==> config.mk <==
export PLATFORM = sky130hd
export DESIGN_NAME = audio_clk_gen
export DESIGN_NICKNAME = d
export VERILOG_FILES = /design/src/rtl/audio_clk_pkg.sv /design/src/rtl/audio_clk_gen_toggle_div.sv /design/src/rtl/audio_clk_gen.sv
export SDC_FILE = /design/constraint.sdc
export NUM_CORES = 1
export LEC_CHECK = 0
export ABC_CLOCK_PERIOD_IN_PS = 2600
export BUFFER_PORTS_ARGS = -buffer_cell sky130_fd_sc_hd__buf_4
export CAP_MARGIN = 20
export CORE_MARGIN = 8
export CORE_UTILIZATION = 35
export DETAILED_ROUTE_END_ITERATION = 7
export GPL_ROUTABILITY_DRIVEN = 0
export GPL_TIMING_DRIVEN = 0
export PLACE_DENSITY = 0.65
export SLEW_MARGIN = 20
export SYNTH_ARGS = -nofsm -noshare
export SYNTH_HDL_FRONTEND = slang
export SYNTH_SLANG_ARGS = --single-unit
==> constraint.sdc <==
create_clock -name clk -period 2.6 [get_ports clk]
set_input_delay 0.13 -clock clk [delete_from_list [all_inputs] [get_ports clk]]
set_output_delay 0.13 -clock clk [all_outputs]
set_load 0.03 [all_outputs]
==> src/rtl/audio_clk_pkg.sv <==
// Shared types and defaults for the audio serial-clock generator.
// Imported by the divider stages and the top level.
package audio_clk_pkg;

   localparam int DEF_DIV_W  = 8;
   localparam int DEF_SLOT_W = 6;

   typedef struct packed {
      logic [DEF_DIV_W-1:0]  div;
      logic [DEF_SLOT_W-1:0] slot;
   } cfg_t;

   // 4-clk BCLK, 32-bit slots
   localparam cfg_t DEFAULT_CFG = '{
      div:  DEF_DIV_W'(1),
      slot: DEF_SLOT_W'(31)
   };

   function automatic cfg_t make_cfg(
      input logic [DEF_DIV_W-1:0]  d,
      input logic [DEF_SLOT_W-1:0] s
   );
      cfg_t c;
      c.div  = d;
      c.slot = s;
      return c;
   endfunction

endpackage

==> src/rtl/audio_clk_gen_toggle_div.sv <==
// Terminal-count divider that toggles a level on each wrap.
// Rise/fall strobes are registered with the new level.
module toggle_div #(
   parameter int W = 8
) (
   input  logic         clk,
   input  logic         rst,
   input  logic         step,
   input  logic [W-1:0] term,
   output logic         level,
   output logic         rise,
   output logic         fall,
   output logic [W-1:0] cnt
);

   logic hit;

   assign hit = (cnt == term);

   always_ff @(posedge clk) begin
      if (rst) begin
         cnt   <= '0;
         level <= 1'b0;
         rise  <= 1'b0;
         fall  <= 1'b0;
      end else begin
         rise <= 1'b0;
         fall <= 1'b0;
         if (step) begin
            if (hit) begin
               cnt   <= '0;
               level <= ~level;
               rise  <= ~level;
               fall  <= level;
            end else begin
               cnt <= cnt + W'(1);
            end
         end
      end
   end

endmodule

==> src/rtl/audio_clk_gen.sv <==
// BCLK/LRCLK generator with shadowed ratios that switch
// only on the frame boundary, so no runt pulse can appear.
module audio_clk_gen
   import audio_clk_pkg::*;
#(
   parameter int DIV_W  = DEF_DIV_W,
   parameter int SLOT_W = DEF_SLOT_W
) (
   input  logic              clk,
   input  logic              rst,
   input  logic              en,
   input  logic [DIV_W-1:0]  half_div,
   input  logic [SLOT_W-1:0] slot_bits,
   input  logic              load,
   output logic              bclk,
   output logic              bclk_rise,
   output logic              bclk_fall,
   output logic              lrclk,
   output logic              frame_start,
   output logic [SLOT_W-1:0] bit_idx,
   output logic              load_ack
);

   logic [DIV_W-1:0]  cfg_div;
   logic [SLOT_W-1:0] cfg_slot;
   logic [DIV_W-1:0]  sh_div;
   logic [SLOT_W-1:0] sh_slot;
   logic              pending;
   logic [DIV_W-1:0]  div_cnt;
   logic              lr_step;
   logic              boundary;
   logic              lr_rise_unused;

   // bclk is about to fall / lrclk is about to fall on this edge
   assign lr_step  = en & bclk & (div_cnt == cfg_div);
   assign boundary = lr_step & lrclk & (bit_idx == cfg_slot);

   toggle_div #(.W(DIV_W)) u_bclk (
      .clk   (clk),
      .rst   (rst),
      .step  (en),
      .term  (cfg_div),
      .level (bclk),
      .rise  (bclk_rise),
      .fall  (bclk_fall),
      .cnt   (div_cnt)
   );

   toggle_div #(.W(SLOT_W)) u_lrclk (
      .clk   (clk),
      .rst   (rst),
      .step  (lr_step),
      .term  (cfg_slot),
      .level (lrclk),
      .rise  (lr_rise_unused),
      .fall  (frame_start),
      .cnt   (bit_idx)
   );

   always_ff @(posedge clk) begin
      if (rst) begin
         cfg_div  <= half_div;
         cfg_slot <= slot_bits;
         sh_div   <= half_div;
         sh_slot  <= slot_bits;
         pending  <= 1'b0;
         load_ack <= 1'b0;
      end else begin
         load_ack <= boundary & pending;
         if (boundary && pending) begin
            cfg_div  <= sh_div;
            cfg_slot <= sh_slot;
         end
         // a load on the boundary edge stays pending for the next one
         if (load) begin
            sh_div  <= half_div;
            sh_slot <= slot_bits;
            pending <= 1'b1;
         end else if (boundary) begin
            pending <= 1'b0;
         end
      end
   end

endmodule

==> flow_metrics.env <==
export IMPL_clock_skew_final_ns=0.00722
export IMPL_path_cells="xnor2_1 -> nand4_2 -> nor3_4 -> nand3_1 -> o21bai_4"
export IMPL_finalCritPeriodShare_pct=86.3
export IMPL_hold_end="sh_slot[3]"
export IMPL_reg2reg_depth=5
export IMPL_numCtsBuffers=5
export IMPL_ir_drop_mv=0.280
export IMPL_worstReg2RegEnd="cfg_div[7]"
export IMPL_hold_start="slot_bits[3]"
export IMPL_num_rows=28
export IMPL_yosys_top_cells_area="edfxtp_1, dfxtp_1, mux2_2, xor2_1, xnor2_1"
export IMPL_synth_top_cell_area_share_pct=39.9
export IMPL_drtIter0Drc=77
export IMPL_finalSetupViolations=0
export IMPL_p_switching_mw=0.315
export IMPL_final_antenna_net_count=0
export IMPL_p_clk_share_pct=34.1
export IMPL_synth_most_common_cell="edfxtp_1"
export IMPL_antenna_found_initial=0
export IMPL_syn_inst=162
export IMPL_ios=30
export IMPL_critical_path_class="reg -> reg"
export IMPL_synth_main_ff_cell="edfxtp_1"
export IMPL_die_y_um=93.6
export IMPL_synth_commonest_cells="edfxtp_1, dfxtp_1, mux2_2, nor2_1, xor2_1"
export IMPL_internal_power_mw=1.21
export IMPL_grt_pass1_wl_mm=6.47
export IMPL_num_antenna_cells=0
export IMPL_insertion_delay_ns=0.30
export IMPL_end_kind="flip-flop"
export IMPL_p_comb_share_pct=7.7
export IMPL_cpMaxStageDelayCell="dfxtp_1"
export IMPL_status="completed"
export IMPL_h_tree_depth=2
export IMPL_grt_overflow_total=0
export IMPL_dr_total_vias=1328
export IMPL_cts_setup_buffers=0
export IMPL_clkSinkCount=49
export IMPL_die_w_um=93.6
export IMPL_synth_cell_types=38
export IMPL_arrival_ns=2.19
export IMPL_gr_usage_all_layers_pct=9.40
export IMPL_rrSetupSlack_ns=0.36
export IMPL_leakage_nw=0.970
export IMPL_grt_max_degree=15
export IMPL_finalInstanceArea_um2=2570
export IMPL_initial_core_util_pct=35.8
export IMPL_dieArea_um2=8760
export IMPL_ys_warnings_count=0
export IMPL_cp_slowest_stage_delay_ns=0.44
export IMPL_critPathLaunchType="flip-flop"
export IMPL_cp_required_ns=2.54
export IMPL_core_area_um2=5890
export IMPL_swShare_pct=20.7
export IMPL_finalHoldViolations=0
export IMPL_max_freq_mhz=445
export IMPL_tightest_slew_ns=0.513
export IMPL_crit_family="simple AND/OR/NAND/NOR gates"
export IMPL_fin_setup_tns_ns=0
export IMPL_grt_pass1_vias=1332
export IMPL_postSynthAreaPerCell_um2=13.0
export IMPL_ys_seq_elements=49
export IMPL_holdWs_ns=0.0129
export IMPL_wl_mm=3.75
export IMPL_worst_path_buf_inv=0
export IMPL_post_place_cells=265
export IMPL_netlist_area_um2=2110
export IMPL_finalMaxSlewViolations=0
export IMPL_slew_headroom_pct=65.8
export IMPL_r2r_start="u_bclk.cnt[0]"
export IMPL_synth_seq_area_share_pct=59.8
export IMPL_drt_first_pass_iters=4
export IMPL_vias_per_cell=4.79
export IMPL_drv_cap=0
export IMPL_synth_area_leader_cell="edfxtp_1"
export IMPL_drc=0
export IMPL_synth_edf_count=28
export IMPL_p_per_area_nw_per_um2=592
export IMPL_hold_path_class="in -> reg"
export IMPL_synthToLayoutAreaGrowth_pct=22.1
export IMPL_io_buffers=28
export IMPL_wire_per_inst_um=13.5
export IMPL_syn_nets=182
export IMPL_place_area_um2=2420
export IMPL_cp_max_fo=14
export IMPL_rsz0062_at_grt="no"
export IMPL_clk_pin_slew_ns=0.09
export IMPL_min_period_ns=2.24
export IMPL_cts_root_buf="clkbuf_8"
export IMPL_place_hpwl_mm=2.71
export IMPL_async_reset_ff_share_pct=0
export IMPL_drive_gt1_share_pct=31.2
export IMPL_cts_tree="built"
export IMPL_cts_buffer_depth=2
export IMPL_fin_nets=221
export IMPL_stdcell_count=277
export IMPL_seqPwrFrac_pct=58.2
export IMPL_whs_path_depth=1
-- per-stage QoR --
stage | worst slack, ns | util, % | power (mW)
2_1_floorplan | 0.0515 | - | 0.976
3_3_place_gp | -0.295 | 41.0 | 1.01
3_5_place_dp | 0.111 | 41.1 | 1.02
4_1_cts | 0.102 | 42.9 | 1.54
5_1_grt | 0.138 | 43.8 | 1.60
6_report | 0.355 | 43.8 | 1.52
-- timing repair --
| item | CTS | global route |
|---|---|---|
| hold buffers | 0 | 4 |
| endpoints found under the setup margin | 0 | 14 |
| endpoints found under the hold margin | 0 | 4 |
| resized for setup | 0 | 1 |
-- worst max-delay path by stage --
| stage | to | cells past startpoint | startpoint | slack (ns) |
|---|---|---|---|---|
| floorplan | cfg_div[0] | 5 | u_lrclk.cnt[0] | 0.05 |
| global placement | cfg_slot[3] | 5 | u_lrclk.cnt[0] | -0.30 |
| detailed placement | cfg_div[6] | 5 | cfg_div[7] | 0.11 |
| CTS | cfg_div[7] | 5 | u_bclk.cnt[0] | 0.10 |
| global route | cfg_slot[1] | 5 | u_bclk.cnt[0] | 0.14 |
| finish | cfg_div[7] | 5 | u_bclk.cnt[0] | 0.36 |
-- logic make-up after synthesis --
| kind of cell | count (synthesis) | synth area share [%] |
|---|---|---|
| flops | 49 | 59.8 |
| xor+xnor | 22 | 10.2 |
| mux | 16 | 8.43 |
| buf+inv | 9 | 2.49 |
| simple gates | 48 | 13.3 |
| compound gates | 16 | 4.57 |
| fa+ha+maj | 2 | 1.19 |
-- flip-flops by register name (all words and copies together) (netlist names) --
signal         flops
pending            1
u_lrclk.cnt        6
u_lrclk.level      1
u_lrclk.fall       1
u_bclk.cnt         8
cfg_div            8
u_bclk.fall        1
u_bclk.rise        1
cfg_slot           6
u_bclk.level       1
load_ack           1
sh_div             8
sh_slot            6
-- layout by cell type (no fill, tap or decap), types with 3 or more instances in the layout --
cell / instances
nor2_1: 13
xor2_1: 11
edfxtp_1: 28
clkbuf_8: 6
nand2_1: 6
o21ai_1: 3
mux2_2: 14
buf_4: 28
dfxtp_1: 21
inv_1: 4
a21oi_1: 8
xnor2_1: 8
xnor2_2: 3
dlygate4sd3_1: 4
nand3_1: 7
-- power groups by stage --
stage	Sequential, mW	Clock [mW]	Combinational, mW
2_1_floorplan	0.900	0	0.0757
3_5_place_dp	0.906	0	0.113
4_1_cts	0.887	0.539	0.114
5_1_grt	0.893	0.575	0.131
3_3_place_gp	0.904	0	0.111
6_report	0.886	0.520	0.117
-- area by class of cell --
type                       count  area (um2)
buffer                         5        37.5
clock buffer                   8         111
fill                         568        3310
inverter                       4        15.0
multi-input combinational    104         806
sequential                    49        1260
tap                           75        93.8
timing repair buffer          32         250
-- per-layer routing --
| layer | vias up | part of all wire (%) | GRT usage [%] |
|---|---|---|---|
| li1 | 662 | - | - |
| met1 | 639 | 48 | 11.4 |
| met2 | 23 | 46 | 15.4 |
| met3 | 4 | 4.2 | 3.13 |
| met4 | 0 | 1.1 | 2.77 |
| met5 | - | 0 | 0 |
(Power assumes the default switching activity.)
